File: config.mk
export PLATFORM = sky130hd
export DESIGN_NAME = arbiter_weighted
export DESIGN_NICKNAME = d
export VERILOG_FILES = /design/src/rtl/arbiter_weighted.sv
export SDC_FILE = /design/constraint.sdc
export NUM_CORES = 1
export LEC_CHECK = 0
export CAP_MARGIN = 20
export CORE_MARGIN = 8
export CORE_UTILIZATION = 45
export CTS_CLUSTER_DIAMETER = 100
export DETAILED_ROUTE_END_ITERATION = 6
export PLACE_DENSITY_LB_ADDON = 0.08
export SYNTH_ARGS = -nofsm -noshare
export SYNTH_HDL_FRONTEND = slang
export SYNTH_SLANG_ARGS = --single-unit
File: constraint.sdc
create_clock -name clk -period 7.18 [get_ports clk]
set_clock_uncertainty 0.15 [all_clocks]
set_input_delay 1.436 -clock clk [delete_from_list [all_inputs] [get_ports clk]]
set_output_delay 1.436 -clock clk [all_outputs]
set_load 0.01 [all_outputs]
File: src/rtl/arbiter_weighted.sv
// Weighted round-robin arbiter.
// A rotating one-hot token selects the candidate owner. Each port may hold
// the grant for up to its programmed quantum of consecutive cycles while
// another port is requesting. A weight of 0 counts as 1. Grant, grant_id
// and active are registered one cycle after token/request.
module arbiter_weighted #(
  parameter int NUM_PORTS    = 6,
  parameter int WEIGHT_WIDTH = 4,
  parameter int ID_WIDTH     = 3
) (
  input  logic                              clk,
  input  logic                              rst,
  input  logic [0:NUM_PORTS-1]              request,
  input  logic [NUM_PORTS*WEIGHT_WIDTH-1:0] weights,
  output logic [0:NUM_PORTS-1]              grant,
  output logic [ID_WIDTH-1:0]               grant_id,
  output logic                              active
);

  logic [NUM_PORTS-1:0]    token_q, token_d;
  logic [WEIGHT_WIDTH-1:0] count_q, count_d;
  logic [0:NUM_PORTS-1]    grant_q, grant_d;
  logic [ID_WIDTH-1:0]     grant_id_q, grant_id_d;
  logic                    active_q, active_d;

  logic [NUM_PORTS-1:0]    req_vec;
  logic [ID_WIDTH-1:0]     tok_idx;
  logic [WEIGHT_WIDTH-1:0] w_raw;
  logic [WEIGHT_WIDTH-1:0] w_eff;
  logic [WEIGHT_WIDTH-1:0] w_lim;
  logic                    hit;
  logic                    others;
  logic                    expire;
  logic [NUM_PORTS-1:0]    next_tok;
  logic                    next_found;

  // Re-index request so bit i of every internal vector is port i.
  always_comb begin
    req_vec = '0;
    for (int i = 0; i < NUM_PORTS; i++) begin
      req_vec[i] = request[i];
    end
  end

  // Decode the token owner's index and its live weight field.
  always_comb begin
    tok_idx = '0;
    w_raw   = '0;
    for (int i = 0; i < NUM_PORTS; i++) begin
      if (token_q[i]) begin
        tok_idx = ID_WIDTH'(i);
        w_raw   = weights[i*WEIGHT_WIDTH +: WEIGHT_WIDTH];
      end
    end
  end

  // Quantum terms; a zero weight behaves as a quantum of one cycle.
  always_comb begin
    w_eff  = (w_raw == '0) ? WEIGHT_WIDTH'(1) : w_raw;
    w_lim  = w_eff - WEIGHT_WIDTH'(1);
    hit    = |(token_q & req_vec);
    others = |(req_vec & ~token_q);
    expire = hit & others & (count_q >= w_lim);
  end

  // Look-ahead successor: first requester circularly after the token.
  // The scan ends on the token itself, so with no requester it holds.
  always_comb begin : succ_sel
    int j;
    j          = 0;
    next_tok   = token_q;
    next_found = 1'b0;
    for (int k = 1; k <= NUM_PORTS; k++) begin
      j = int'(tok_idx) + k;
      if (j >= NUM_PORTS) begin
        j = j - NUM_PORTS;
      end
      if (!next_found && req_vec[j]) begin
        next_tok    = '0;
        next_tok[j] = 1'b1;
        next_found  = 1'b1;
      end
    end
  end

  // Token and quantum counter next state.
  always_comb begin
    token_d = token_q;
    count_d = count_q;
    if (!hit || expire) begin
      token_d = next_tok;
      count_d = '0;
    end else if (count_q >= w_lim) begin
      // Lone holder: saturate, so a newcomer triggers expiry at once.
      count_d = w_lim;
    end else begin
      count_d = count_q + WEIGHT_WIDTH'(1);
    end
  end

  // Registered outputs follow the current token owner's request.
  always_comb begin
    grant_d = '0;
    for (int i = 0; i < NUM_PORTS; i++) begin
      grant_d[i] = token_q[i] & req_vec[i];
    end
    grant_id_d = hit ? tok_idx : '0;
    active_d   = hit;
  end

  // State and output registers with synchronous active-low reset.
  always_ff @(posedge clk) begin
    if (!rst) begin
      token_q    <= NUM_PORTS'(1);
      count_q    <= '0;
      grant_q    <= '0;
      grant_id_q <= '0;
      active_q   <= 1'b0;
    end else begin
      token_q    <= token_d;
      count_q    <= count_d;
      grant_q    <= grant_d;
      grant_id_q <= grant_id_d;
      active_q   <= active_d;
    end
  end

  assign grant    = grant_q;
  assign grant_id = grant_id_q;
  assign active   = active_q;

endmodule

==> results of run 1 <==
[layout make-up]
class,instances,area (µm²)
Multi-Input combinational cell,287,1990
Inverter,21,83.8
Fill cell,558,2470
Clock inverter,1,30.0
Clock buffer,3,41.3
Sequential cell,20,400
Tap cell,72,90.1
Timing Repair Buffer,44,433
[layout by cell type, fill, tap and decap left out, types with 3 or more instances in the layout]
cell | synthesis | final
a2111oi_0 | 3 | 3
a211oi_1 | 5 | 5
a21boi_0 | 3 | 3
a21o_1 | 3 | 3
a21oi_1 | 18 | 18
a221oi_1 | 5 | 5
a22oi_1 | 9 | 9
a31oi_1 | 9 | 9
and2_1 | 3 | 3
and3_1 | 9 | 9
buf_4 | 2 | 3
clkbuf_8 | 0 | 3
clkdlybuf4s50_1 | 0 | 41
dfxtp_1 | 20 | 20
ha_1 | 18 | 18
inv_1 | 18 | 18
mux2i_1 | 6 | 6
nand2_1 | 38 | 38
nand2b_1 | 10 | 10
nand3_1 | 14 | 14
nand4_1 | 3 | 3
nor2_1 | 26 | 26
nor2b_1 | 7 | 7
nor3_1 | 8 | 8
o21a_1 | 3 | 3
o21ai_0 | 15 | 15
o311ai_0 | 4 | 4
or2_2 | 3 | 3
or3_1 | 3 | 3
or4_1 | 3 | 3
[per-stage QoR]
step	cell area, µm²	setup slack (ps)
3_3_place_gp	3000	1690
5_1_grt	3070	1570
3_5_place_dp	3000	1550
6_report	3070	1870
4_1_cts	3070	1830
2_1_floorplan	2590	2420
[kinds of logic after synthesis]
family,count (synthesis),share of synthesized area (%)
multiplexers,9,4.05
XOR/XNOR,4,1.35
buffers and inverters,43,7.86
AND/OR/NAND/NOR,140,28.9
flip-flops,20,15.4
AO/OA/AOI/OAI,116,33.7
adder cells (fa/ha/maj),18,8.68
[metal layers]
layer	vias up	share of wire, %	GRT usage (%)
li1	1373	-	-
met1	1272	48	25.2
met2	136	44	29.4
met3	17	5.9	1.22
met4	0	2.4	7.11
met5	-	0	0
[flip-flops by register name, summed over array words and instances, names as in the netlist]
signal    cells
grant         6
token_q       6
count_q       4
grant_id      3
active        1
[critical path: cells and delay by family]
kind            cells  cell delay, ps
fa+ha+maj           2             540
compound gates     11            2320
simple gates        3             550
buf+inv             2             500
[final timing paths]
kind | start | to
max reg2reg | token_q[3] | token_q[4]
min reg2reg | token_q[0] | grant[0]
max | weights[10] | token_q[4]
min | token_q[0] | grant[0]
==> key figures, run 1 <==
Run status
  – Status: completed

Worst setup path
  – Crit-path max FO: 10
  – R2r setup slk: 1980 ps
  – Worst reg2reg path depth: 15
  – Most used cell, CP: a21o_1
  – CP max stage cell: clkdlybuf4s50_1
  – CP Launch Type: primary input
  – Setup CP Type: primary input to flop
  – Nature of the critical path endpoint: flop
  – Largest stage delay, worst path: 460 ps
  – Worst EP arrival: 5320 ps
  – CP cell instances: clkdlybuf4s50_1, inv_1, a21oi_1, a21oi_1, o311ai_0, o21ai_0, nand4b_1, and2_1, ha_1, ha_1, a21o_1, a21o_1, a21o_1, a21boi_0, a41oi_2, nand2b_1, a21boi_1, a32o_1
  – CP required: 7200 ps

Synth
  – Synth top area share: 15.4%
  – Post-synth ARST share: 0%
  – Synth top area cells: dfxtp_1, ha_1, nand2_1
  – Post-synth EDFFs: 0
  – Post-Synthesis Net Count: 400
  – Synth Instances: 350
  – Mean post-synth cell area: 7.41 µm²
  – YS warnings: 0
  – Most numerous cell in the Yosys netlist: nand2_1
  – Post-synthesis sequential area ratio: 15.4%
  – Synth Cell Area: 0.00259 mm²
  – Library cells used by synthesis: 78
  – Synth Register Bits: 20
  – Top cells by count, synth: nand2_1, nor2_1, dfxtp_1
  – Ys flop type: dfxtp_1
  – Cell accounting for the most synthesized area: dfxtp_1

Placed design
  – Global placer's final weighted congestion: 1.00
  – Detailed Place HPWL: 6180 µm
  – Port Buffers: 41
  – Dpl cells: 444

STA
  – Total Neg Setup Slack: 0 ps
  – Max Slew Vio Count: 0
  – Final Hold Vio Count: 0
  – Final setup fails: 0
  – Fin crit share: 73.9%
  – Slew headroom: 16.9%
  – Worst hold slack: 371 ps
  – Min Tclk post-route: 5310 ps
  – Fmax: 0.188 GHz
  – Actual slew at the worst max-slew pin: 1250 ps
  – Setup repair after global routing missed its margin: no

Route
  – Drt drc: 0
  – First DRT Iteration DRCs: 248
  – Drt pass-1 iters: 6
  – Routed vias: 2798
  – DR vias/cell: 6.25
  – Drt total wl: 8080 µm
  – Post-DRT Antenna Nets: 0
  – WL/cell: 18.0 µm

Clock tree
  – Clock Pin Slew Worst Setup and Hold Paths: 80 ps
  – H-tree Lvls: 1
  – Bufs on Longest Clock Path: 2
  – Setup Buffers After CTS: 0
  – CTS buffer count: 3
  – Post-cts hold buffer count: 0
  – Clock Latency Late Sink: 270 ps
  – Resize count post-CTS: 0
  – Clk root buf: clkbuf_8
  – Sink Count: 20
  – CTS tree: built

Final layout
  – Final Net Count: 427
  – Fin util: 55.4%
  – Non-Filler Instances: 448
  – N_diodes: 0
  – Area delta synth->final: 18.3%
  – Layout cells sized above 1: 8.78%

Global route
  – Initial antenna violation count: 0
  – Gr ovfl total: 0
  – Largest net degree at the start of global routing: 26
  – First-pass GRT wire length: 13000 µm
  – Gr usage total: 18.4%
  – Vias in the first global route: 2481

Worst hold path
  – Hold Crit Class: flop to flop
  – WHS Path Cells: 1

Floorplanning
  – Core area: 0.00554 mm²
  – Cell Rows: 27
  – Die X-Extent: 91.9 µm
  – IO Pins: 42
  – Die Area: 0.00845 mm²
  – Die height: 91.9 µm
  – Initial Utilization: 46.8%

Flow run
  – Max Cap Violations: 0
Power of run 1 is not shown: default switching activity piles up to over one toggle a cycle in this logic, so the estimate is an artifact.
==> run 2: changes to the inputs <==
- clock period: 7.18 -> 4.72 ns (I/O delays scaled with it)
==> run 2 against run 1 <==
  * Utilization is 4.7 points higher
  * Die area unchanged
  * Count of clock-buffer cells in the layout increased by 1
  * Global-route usage increased by 2.0 points
  * Cell count increased by 8.0%
  * Critical path depth is 2 lower
  * Cell area grew 8.5%
  * Hold slack better by 20 ps
  * First-iteration DRC count increased by 12%
  * Flip-flop and latch count unchanged
  * Register-to-register slack worse by 1700 ps
  * Critical endpoint unchanged
==> key figures, run 2 (synthesis gave the netlist of run 1 again) <==
Worst setup path
  – Crit-path max FO: 16 (+6)
  – CP required: 4720 ps (-2480 ps)
  – CP cell instances: or3b_4, nand3_4, buf_4, inv_2, ha_1, inv_1, xnor2_1, ha_1, a21oi_1, or3_1, o221ai_1, nor3_1, and4_1, nand2b_1, a21boi_1, a32o_1
  – Setup CP Type: flop to flop
  – CP max stage cell: nor3_1
  – Nature of the critical path endpoint: flop
  – Largest stage delay, worst path: 500 ps (+40 ps)
  – WP buf/inv: 3 (+1)
  – CP top delay family: simple AND/OR/NAND/NOR gates
  – Worst EP arrival: 4410 ps (-910 ps)
  – CP Launch Type: flop
  – Most used cell, CP: ha_1

Placed design
  – Placed Area: 0.00327 mm² (+9.0%)
  – Detailed Place HPWL: 6820 µm (+10%)
  – Global placer's final weighted congestion: 0.962 (-3.8%)
  – Port Buffers: 41 (unchanged)

STA
  – Fmax: 0.227 GHz
  – Final setup fails: 0 (unchanged)
  – Setup repair after global routing missed its margin: no
  – Fin crit share: 93.4%
  – Actual slew at the worst max-slew pin: 818 ps (-429 ps)
  – Max Slew Vio Count: 0 (unchanged)
  – Min Tclk post-route: 4410 ps
  – Slew headroom: 45.5% (+29 points)
  – Final Hold Vio Count: 0 (unchanged)
  – Total Neg Setup Slack: 0 ps (unchanged)

Route
  – Drt drc: 0 (unchanged)
  – Drt total wl: 8720 µm (+8.0%)
  – First DRT Iteration DRCs: 278 (+12%)
  – Routed vias: 3006 (+7.4%)
  – Post-DRT Antenna Nets: 0 (unchanged)
  – Drt pass-1 iters: 5 (-1)
  – DR vias/cell: 6.21 (-0.56%)
  – WL/cell: 18.0 µm (about the same)

Floorplanning
  – Core area: 0.00554 mm² (unchanged)
  – IO Pins: 42 (unchanged)
  – Die Area: 0.00845 mm² (unchanged)
  – Cell Rows: 27 (unchanged)
  – Die X-Extent: 91.9 µm (unchanged)
  – Die height: 91.9 µm (unchanged)
  – Initial Utilization: 46.8% (unchanged)

Global route
  – Initial antenna violation count: 0 (unchanged)
  – Vias in the first global route: 2894 (+17%)
  – First-pass GRT wire length: 14500 µm (+12%)
  – Gr ovfl total: 0 (unchanged)
  – Gr usage total: 20.4% (+2.0 points)
  – Largest net degree at the start of global routing: 20 (-23%)

Clock tree
  – CTS buffer count: 3 (unchanged)
  – Clock Latency Late Sink: 260 ps (about the same)
  – Setup Buffers After CTS: 0 (unchanged)
  – Sink Count: 20 (unchanged)
  – H-tree Lvls: 1 (unchanged)
  – CTS tree: built
  – Clk root buf: clkbuf_8
  – Clock Pin Slew Worst Setup and Hold Paths: 80 ps (about the same)
  – Bufs on Longest Clock Path: 2 (unchanged)

Final layout
  – Most frequent cells in the layout: clkdlybuf4s50_1, buf_4, nand2_1
  – Final Net Count: 463 (+8.4%)
  – N_diodes: 0 (unchanged)
  – Layout cells sized above 1: 17.0% (+8.2 points)
  – Commonest non-fill, non-tap cell in the layout: clkdlybuf4s50_1
  – Final instance area: 0.00333 mm² (+8.5%)
  – Area delta synth->final: 28.3%

Flow run
  – Max Cap Violations: 0 (unchanged)

Worst hold path
  – Hold Crit Class: flop to flop

Run status
  – Status: completed
## run 2: final cells by class
type / instances / area [µm²]
sequential: 20 / 400
clock buffer: 4 / 55.1
timing repair buffer: 80 / 703
tap: 72 / 90.1
fill: 532 / 2210
inverter: 21 / 83.8
multi-input combinational: 287 / 2000
## run 2: routing by layer
metal	GRT usage [%]	vias up	part of all wire (%)
li1	-	1443	-
met2	34.9	159	46
met4	6.98	0	2.3
met5	0	-	0
met3	2.28	24	7.5
met1	25.9	1380	44
## run 2: what timing repair did
item                       in CTS  in global routing
hold buffers                    0                  0
setup endpoints to repair       0                  6
gates resized for setup         0                  6
## run 2: stage by stage
step           cells  util (%)  hold WS (ps)  setup WS [ps]
2_1_floorplan    350         -           333            433
5_1_grt          484      60.1           429           6.62
3_3_place_gp     480      59.0           378           92.9
6_report         484      60.1           391            313
4_1_cts          484      60.0           395            135
3_5_place_dp     480      59.0           384           -106
## run 2: final timing paths
path | startpoint | endpoint | slack [ps] | cells after the start
setup reg to reg | token_q[4] | token_q[4] | 310 | 16
setup / recovery | token_q[4] | token_q[4] | 310 | 16
hold / removal | token_q[0] | grant[0] | 390 | 1
hold reg to reg | token_q[0] | grant[0] | 390 | 1
Power of run 2 is left out for the same reason.
